## src/rtl/seq_divider_if.sv

```systemverilog
// rtl/seq_divider_if.sv - start/busy/valid handshake and operand/result bundle for seq_divider
interface seq_divider_if #(
    parameter int WIDTH = 32
);
    logic             start_i;
    logic             kill_i;
    logic [1:0]       op_i;
    logic [WIDTH-1:0] a_i;
    logic [WIDTH-1:0] b_i;
    logic             busy_o;
    logic             valid_o;
    logic [WIDTH-1:0] res_o;

    modport master (
        output start_i, kill_i, op_i, a_i, b_i,
        input  busy_o, valid_o, res_o
    );

    modport slave (
        input  start_i, kill_i, op_i, a_i, b_i,
        output busy_o, valid_o, res_o
    );
endinterface

```

## src/rtl/seq_divider.sv

```systemverilog
// rtl/seq_divider.sv - iterative radix-2 restoring divider for RV32M DIV/DIVU/REM/REMU
// Optional DIV_EARLY_OUT_EN: resolves |a| < |b| on the start edge with latency 1.
module seq_divider #(
    parameter int WIDTH = 32,
    parameter int CNT_W = $clog2(WIDTH)
) (
    input  logic         clk,
    input  logic         rst_n,
    seq_divider_if.slave dif
);
    typedef enum logic [1:0] {IDLE, CALC, FINISH} state_e;

    localparam logic [WIDTH-1:0] MIN_NEG = {1'b1, {(WIDTH-1){1'b0}}};

    state_e           state_q, state_d;
    logic [CNT_W-1:0] cnt_q, cnt_d;
    logic [1:0]       op_q, op_d;
    logic [WIDTH-1:0] div_q, div_d;
    logic [WIDTH-1:0] quo_q, quo_d;
    logic [WIDTH:0]   rem_q, rem_d;
    logic             neg_quo_q, neg_quo_d;
    logic             neg_rem_q, neg_rem_d;
    logic [WIDTH-1:0] res_q, res_d;
    logic             valid_q, valid_d;

    logic             in_signed, a_neg, b_neg, b_zero, ovf, early;
    logic [WIDTH-1:0] a_mag, b_mag, quo_fin, rem_fin;
    logic [WIDTH+1:0] shifted, trial;

    always_comb begin
        in_signed = ~dif.op_i[0];
        a_neg     = in_signed & dif.a_i[WIDTH-1];
        b_neg     = in_signed & dif.b_i[WIDTH-1];
        a_mag     = a_neg ? -dif.a_i : dif.a_i;
        b_mag     = b_neg ? -dif.b_i : dif.b_i;
        b_zero    = (dif.b_i == '0);
        ovf       = in_signed & (dif.a_i == MIN_NEG) & (dif.b_i == '1);
`ifdef DIV_EARLY_OUT_EN
        early     = (a_mag < b_mag);
`else
        early     = 1'b0;
`endif
        // rem_q < div_q always holds, so one extra bit is enough to read the trial sign
        shifted   = {rem_q, quo_q[WIDTH-1]};
        trial     = shifted - {2'b00, div_q};
        quo_fin   = neg_quo_q ? -quo_q : quo_q;
        rem_fin   = neg_rem_q ? -rem_q[WIDTH-1:0] : rem_q[WIDTH-1:0];
    end

    always_comb begin
        state_d   = state_q;
        cnt_d     = cnt_q;
        op_d      = op_q;
        div_d     = div_q;
        quo_d     = quo_q;
        rem_d     = rem_q;
        neg_quo_d = neg_quo_q;
        neg_rem_d = neg_rem_q;
        res_d     = res_q;
        valid_d   = 1'b0;

        case (state_q)
            IDLE: begin
                if (dif.start_i && !dif.kill_i) begin
                    if (b_zero) begin
                        res_d   = dif.op_i[1] ? dif.a_i : '1;
                        valid_d = 1'b1;
                    end else if (ovf) begin
                        res_d   = dif.op_i[1] ? '0 : MIN_NEG;
                        valid_d = 1'b1;
                    end else if (early) begin
                        res_d   = dif.op_i[1] ? dif.a_i : '0;
                        valid_d = 1'b1;
                    end else begin
                        op_d      = dif.op_i;
                        div_d     = b_mag;
                        quo_d     = a_mag;
                        rem_d     = '0;
                        cnt_d     = '0;
                        neg_quo_d = a_neg ^ b_neg;
                        neg_rem_d = a_neg;
                        state_d   = CALC;
                    end
                end
            end
            CALC: begin
                if (dif.kill_i) begin
                    state_d = IDLE;
                end else begin
                    if (!trial[WIDTH+1]) begin
                        rem_d = trial[WIDTH:0];
                        quo_d = {quo_q[WIDTH-2:0], 1'b1};
                    end else begin
                        rem_d = shifted[WIDTH:0];
                        quo_d = {quo_q[WIDTH-2:0], 1'b0};
                    end
                    cnt_d = cnt_q + 1'b1;
                    if (cnt_q == CNT_W'(WIDTH-1)) begin
                        state_d = FINISH;
                    end
                end
            end
            FINISH: begin
                state_d = IDLE;
                if (!dif.kill_i) begin
                    res_d   = op_q[1] ? rem_fin : quo_fin;
                    valid_d = 1'b1;
                end
            end
            default: state_d = IDLE;
        endcase
    end

    always_ff @(posedge clk or negedge rst_n) begin
        if (!rst_n) begin
            state_q   <= IDLE;
            cnt_q     <= '0;
            op_q      <= '0;
            div_q     <= '0;
            quo_q     <= '0;
            rem_q     <= '0;
            neg_quo_q <= 1'b0;
            neg_rem_q <= 1'b0;
            res_q     <= '0;
            valid_q   <= 1'b0;
        end else begin
            state_q   <= state_d;
            cnt_q     <= cnt_d;
            op_q      <= op_d;
            div_q     <= div_d;
            quo_q     <= quo_d;
            rem_q     <= rem_d;
            neg_quo_q <= neg_quo_d;
            neg_rem_q <= neg_rem_d;
            res_q     <= res_d;
            valid_q   <= valid_d;
        end
    end

    assign dif.busy_o  = (state_q != IDLE);
    assign dif.valid_o = valid_q;
    assign dif.res_o   = res_q;
endmodule

```

## src/flat_wrapper.sv

```systemverilog
// flat-port wrapper written by rule: the top's interface ports become plain ports
module seq_divider_flat 
#(
    parameter int WIDTH = 32,
    parameter int CNT_W = $clog2(WIDTH)
)
  (clk, rst_n, dif_start_i, dif_kill_i, dif_op_i, dif_a_i, dif_b_i, dif_busy_o, dif_valid_o, dif_res_o);
  seq_divider_if #(.WIDTH(WIDTH)) dif_i ();
  input  logic clk;
  input  logic rst_n;
  input wire logic [$bits(dif_i.start_i)-1:0] dif_start_i;
  input wire logic [$bits(dif_i.kill_i)-1:0] dif_kill_i;
  input wire logic [$bits(dif_i.op_i)-1:0] dif_op_i;
  input wire logic [$bits(dif_i.a_i)-1:0] dif_a_i;
  input wire logic [$bits(dif_i.b_i)-1:0] dif_b_i;
  output wire logic [$bits(dif_i.busy_o)-1:0] dif_busy_o;
  output wire logic [$bits(dif_i.valid_o)-1:0] dif_valid_o;
  output wire logic [$bits(dif_i.res_o)-1:0] dif_res_o;
  assign dif_i.start_i = dif_start_i;
  assign dif_i.kill_i = dif_kill_i;
  assign dif_i.op_i = dif_op_i;
  assign dif_i.a_i = dif_a_i;
  assign dif_i.b_i = dif_b_i;
  assign dif_busy_o = dif_i.busy_o;
  assign dif_valid_o = dif_i.valid_o;
  assign dif_res_o = dif_i.res_o;
  seq_divider #(.WIDTH(WIDTH), .CNT_W(CNT_W)) u_core (.clk(clk), .rst_n(rst_n), .dif(dif_i));
endmodule
```

## config.mk

```make
export PLATFORM = sky130hd
export DESIGN_NAME = seq_divider_flat
export DESIGN_NICKNAME = d
export VERILOG_FILES = /design/src/rtl/seq_divider_if.sv /design/src/rtl/seq_divider.sv /design/src/flat_wrapper.sv
export SDC_FILE = /design/constraint.sdc
export NUM_CORES = 1
export LEC_CHECK = 0
export CORE_AREA = 2 2 174 125
export DETAILED_ROUTE_END_ITERATION = 10
export DIE_AREA = 0 0 176 127
export PLACE_DENSITY = 0.73
export SETUP_SLACK_MARGIN = 0.1
export SYNTH_ARGS = -nofsm -noshare
export SYNTH_HDL_FRONTEND = slang
export SYNTH_SLANG_ARGS = --single-unit
export TNS_END_PERCENT = 30
```

## constraint.sdc

```tcl
create_clock -name clk -period 7.5 [get_ports clk]
set_clock_uncertainty 0.15 [all_clocks]
set_input_delay 1.5 -clock clk [delete_from_list [all_inputs] [get_ports clk]]
set_output_delay 1.5 -clock clk [all_outputs]
set_load 0.01 [all_outputs]
```

### Word-level counts from Yosys, hierarchy flattened

Cells that the tools add are included.

| word-level totals | value |
|---|---|
| bits in registers | 141 |
| input port bits | 70 |
| output and inout bits | 34 |
| word-level logic and storage cells | 87 |

| cells by class | value |
|---|---|
| $add $sub $neg | 6 |
| eq/ne operators | 12 |
| multiplexer cells | 40 |
| bitwise gates (word level) | 8 |
| reductions and logical operators | 11 |

Operator list:

| operator | number |
|---|---|
| 32-bit 2-to-1 mux | 15 |
| 33-bit 2-to-1 mux | 5 |
| 32-bit negation | 4 |
| 32-bit one-hot mux with 2 select lines | 2 |
| 33-bit one-hot mux with 2 select lines | 1 |
| 32-bit == test (second input constant) | 2 |
| 34-bit by 32-bit subtractor with 34-bit output | 1 |
| 32-bit logical NOT | 1 |
| 5-bit 2-to-1 mux | 4 |
| 4-bit AND reduction | 3 |
| 2-bit 2-to-1 mux | 5 |
| 5-bit one-hot mux with 2 select lines | 1 |
| 2-bit != test (second input constant) | 4 |
| 2-bit nonzero test | 3 |
| 5-bit by 1-bit adder with 5-bit output (second input constant) | 1 |
| 5-bit == test (second input constant) | 1 |
| 1-bit 2-to-1 mux | 5 |
| 5-bit AND reduction | 1 |
| 1-bit bitwise AND | 4 |
| 2-bit one-hot mux with 2 select lines | 1 |
| 3-bit by 1-bit != test with 1-bit output (second input constant) | 1 |
| 3-bit by 2-bit != test with 1-bit output (second input constant) | 1 |
| 1-bit NOT | 3 |
| 2-bit by 1-bit == test with 1-bit output (second input constant) | 1 |
| other kinds (7) | 7 |

### Longest topological paths before layout

| depth | value |
|---|---|
| word-level depth | 7 |
| depth in mapped cells | 13 |
| depth with buffers taken out | 13 |

### Least setup slack after synthesis

Ideal clock, no wire load.

| timing | value |
|---|---|
| path kind | input to register |
| start | in dif_a_i[19] |
| end | reg u_core.quo_q[25] |
| setup time | 0.127 ns |
| arrival time | 3.853 ns |
| setup slack | 3.370 ns |
| stages | 11 |
| path buffers | 3 |
| path through | or3_1 -> or3_1 -> or4_4 -> nor3_2 -> nor3b_1 -> and3b_1 -> clkbuf_1 -> buf_6 -> buf_6 -> a222oi_1 -> inv_1 |

| between the ends | value |
|---|---|
| cells in the longest elaborated chain, start to end | 6 |
| elaborated cells between the ends (all ways) | 11 |
| classes of those cells | 1 x add/sub; 2 x eq/ne; 5 x mux; 2 x bitwise; 1 x reduce/logical |

RTL lines:

| item | RTL line | text |
|---|---|---|
| from (decl) | flat_wrapper.sv:14 | `input wire logic [$bits(dif_i.a_i)-1:0] dif_a_i;` |
| 32-bit negation | seq_divider.sv:34 | `a_mag = a_neg ? -dif.a_i : dif.a_i;` |
| 32-bit 2-to-1 mux | seq_divider.sv:34 |  |
| 32-bit 2-to-1 mux | seq_divider.sv:68 | `end else if (ovf) begin` |
| 32-bit 2-to-1 mux | seq_divider.sv:65 | `if (b_zero) begin` |
| 32-bit 2-to-1 mux | seq_divider.sv:64 | `if (dif.start_i && !dif.kill_i) begin` |
| 32-bit one-hot mux with 2 select lines | seq_divider.sv:62 | `case (state_q)` |
| to (signal assigned) | seq_divider.sv:131 | `quo_q <= quo_d;` |
| to (decl) | seq_divider.sv:19 | `logic [WIDTH-1:0] quo_q, quo_d;` |

Several ways; a longest one is shown, not always the timed one. The select of a mux whose other input is x is not followed.
A chain may end at the register's enable or synchronous reset.

### Worst setup path in the final report

| timing | value |
|---|---|
| start | reg u_core.rem_q[1] |
| end | reg u_core.rem_q[30] |

| between the ends | value |
|---|---|
| cells in the longest elaborated chain, start to end | 4 |

RTL lines:

| item | RTL line | text |
|---|---|---|
| from (decl) | seq_divider.sv:20 | `logic [WIDTH:0] rem_q, rem_d;` |
| from (signal assigned) | seq_divider.sv:132 | `rem_q <= rem_d;` |
| 34-bit by 32-bit subtractor with 34-bit output | seq_divider.sv:45 | `trial = shifted - {2'b00, div_q};` |
| 33-bit 2-to-1 mux | seq_divider.sv:90 | `if (!trial[WIDTH+1]) begin` |
| 33-bit 2-to-1 mux | seq_divider.sv:87 | `if (dif.kill_i) begin` |
| 33-bit one-hot mux with 2 select lines | seq_divider.sv:62 |  |

No other way between the ends. The select of a mux whose other input is x is not followed.

==> impl_metrics.py <==
metrics = {
    "outcome": {
        "status": "finished clean",
    },
    "synthesis": {
        "ys_ff_latch": 140,
        "synth_flop_cell": "dfrtp_1",
        "synth_top_area_frac": 0.3299,
        "synth_cell_types": 62,
        "synth_area_leaders": "dfrtp_1 33%, xnor2_1 7.4%, o21ai_0 6.9%, nand2_1 5.8%, xor2_1 4.8%",
        "synth_fp_nets": 1404,
        "synthCells": 1294,
        "ys_async_sr_fraction": 1.000,
        "synth_area_leader_cell": "dfrtp_1",
        "yosysWarnings": 0,
        "seq_area_frac_synth": 0.3299,
        "synth_area_per_cell_um2": 8.207,
        "synth_edf_count": 0,
        "synthesis.area_mm2": 0.01062,
    },
    "timing": {
        "rsz0062_at_grt": "no",
        "slew_viol_final": 0,
        "slew_headroom": 0.1006,
        "setup-violations-final": 0,
        "hold_viol_final": 0,
        "fin_crit_sh": 0.6611,
        "setup_slack_ns": 2.542,
        "period_needed_ns": 4.958,
        "setup_tns_ns": 0,
        "max_freq_ghz": 0.2017,
        "worst_pin_slew_ns": 1.337,
    },
    "floorplanning": {
        "die_x_um": 176,
        "dieHeight_um": 127,
        "dieArea_mm2": 0.02235,
        "row_count": 44,
        "io_pins": 104,
        "core_mm2": 0.02053,
        "start_util": 0.5172,
    },
    "cts": {
        "cts_resized": 0,
        "ctsLongestPathBuffers": 2,
        "clk_latency_ns": 0.44,
        "post_cts_buffers": 0,
        "cts_max_level": 4,
        "hold_buffers": 0,
        "tritoncts": "done",
        "root_buffer": "clkbuf_16",
        "clkTransAtPathRegs_ns": 0.07,
        "numCtsBuffers": 17,
        "clock_sinks": 140,
    },
    "layout": {
        "final-seq-area_mm2": 0.003503,
        "antenna_cells": 0,
        "final_nets": 1469,
        "fillers": 1815,
        "area_growth_pct": 16.92,
        "multi_input_area_mm2": 0.006521,
        "layout-drive-gt1-share": 0.04595,
    },
    "placed_design": {
        "dp_hpwl_um": 22830,
        "numPortBuffers": 103,
        "place_ws_ns": 2.304,
        "place.gp.congestion": 0.9110,
    },
    "global_route": {
        "grt_antenna_before_repair": 0,
        "grt_pass1_vias": 9871,
        "grtUsageTotal": 0.2895,
        "globalRouteOverflowTotal": 0,
        "grt_start_max_net_pins": 91,
        "grt_pass1_wl_um": 51880,
    },
    "pwr": {
        "p_leak_nw": 5.529,
        "ir_drop_mv": 0.1365,
        "power_density_mw_per_mm2": 233.6,
        "finalPower_mw": 2.900,
    },
    "critical_path": {
        "cp-start-kind": "flop",
        "rrSetupSlack_ns": 2.54,
        "cp_max_fo": 20,
        "crit_arrival_ns": 5.09,
        "cp.required_ns": 7.63,
        "critPathKind": "reg -> reg",
        "end_kind": "flop",
    },
    "drt": {
        "wire_per_inst_um": 19.20,
        "postRouteAntennaNets": 0,
        "drtIter0Drc": 1251,
        "vias": 10310,
        "vias_per_cell": 6.259,
        "drc": 0,
        "routed_wl_um": 31620,
        "drt_pre_antenna_iters": 9,
    },
    "worst_hold_path": {
        "min_path_type": "reg -> reg",
    },
    "job": {
        "drv_cap": 0,
    },
}
worst max-delay path, stage by stage (launching register included):
cell and delay [ns]:
dfrtp_1 0.48, ha_1 0.41, o211ai_1 0.10, a21oi_1 0.21, o41ai_1 0.17, a2111oi_0 0.78
o2111ai_1 0.31, a21oi_1 0.41, mux2i_4 0.63, buf_4 0.44, nand2b_1 0.51, o21ai_0 0.19
logic make-up (layout without fill, tap and decap cells):
| family | Yosys count | count (layout) | share of synthesized area |
|---|---|---|---|
| mux | 23 | 23 | 0.02203 |
| compound gates | 404 | 404 | 0.2466 |
| flops | 140 | 140 | 0.3299 |
| buf+inv | 158 | 235 | 0.05808 |
| fa+ha+maj | 40 | 40 | 0.04783 |
| simple gates | 381 | 381 | 0.1735 |
| xor+xnor | 148 | 148 | 0.1221 |
where the power goes:
group	internal (mW)	switching, mW	leakage (nW)
Clock	0.513	0.338	0.285
Combinational	0.434	0.625	3.40
Sequential	0.855	0.135	1.84
through the flow:
stage               hold WS (ns)  instances  cell area (um^2)    util
global placement          0.3073       1616             11830  0.5761
finish                    0.3255       1647             12420  0.6047
CTS                       0.3294       1647             12420  0.6047
detailed placement        0.3174       1616             11830  0.5761
floorplan                 0.2887       1294             10620       -
global route              0.3540       1647             12420  0.6047
worst paths after layout:
path / from / end / depth (start not counted)
max: u_core.rem_q[1] / u_core.rem_q[30] / 11
min: u_core.dif.res_o[5] / u_core.dif.res_o[5] / 2
max reg2reg: u_core.rem_q[1] / u_core.rem_q[30] / 11
min reg2reg: u_core.dif.res_o[5] / u_core.dif.res_o[5] / 2
max in group asynchronous: rst_n / u_core.dif.res_o[21] / 2
min in group asynchronous: rst_n / u_core.div_q[4] / 1
final cells by class:
class / instances / area share
Clock buffer: 21 / 0.03789
Clock inverter: 10 / 0.009371
Inverter: 88 / 0.02660
Multi-Input combinational cell: 996 / 0.5252
Sequential cell: 140 / 0.2821
Tap cell: 276 / 0.02781
Timing Repair Buffer: 116 / 0.09099
per-layer routing:
layer,wire length [um],vias up,track usage,share of wire
met5,0,-,0,0
met4,761,0,0.09091,0.024
met3,2539,53,0.05089,0.080
met2,13690,494,0.4356,0.43
met1,14630,4950,0.4250,0.46
li1,-,4811,-,-
synth_stat cells, drive strengths merged, types with 2 or more instances:
library cell / count
nor3: 19
and4: 2
o21bai: 2
o21ai: 147
buf: 12
nand4: 14
clkbuf: 58
nand2b: 16
a21o: 24
nor4: 16
a31o: 2
a31oi: 14
nand3: 27
nor2b: 8
or2: 9
a32oi: 7
a221o: 2
or4: 13
inv: 88
ha: 39
and2: 7
a22o: 8
mux2i: 23
o31ai: 33
a211oi: 9
and3: 11
nand2: 163
a222oi: 28
xnor2: 90
o41ai: 14
nor2: 51
a221oi: 7
a21oi: 70
dfrtp: 140
nand3b: 3
o211ai: 27
xor2: 58
or3: 18
state kept, by name, indices dropped and copies added (netlist names), 2 cells and up:
| name | cells |
|---|---|
| u_core.state_q | 2 |
| u_core.cnt_q | 5 |
| u_core.rem_q | 33 |
| u_core.div_q | 32 |
| u_core.quo_q | 32 |
| u_core.dif.res_o | 32 |
layout by cell type, fill, tap and decap left out, types with 18 or more instances in the layout:
cell             count
o21ai_0            146
a222oi_1            28
nand2_1            163
xnor2_1             90
a21o_1              24
ha_1                39
clkdlybuf4s50_1    102
o211ai_1            27
nor2_1              51
xor2_1              58
mux2i_1             22
nand3_1             27
o31ai_1             33
nor3_1              18
or3_1               18
dfrtp_1            140
a21oi_1             70
inv_1               88
Power figures use the tool's default switching activity.
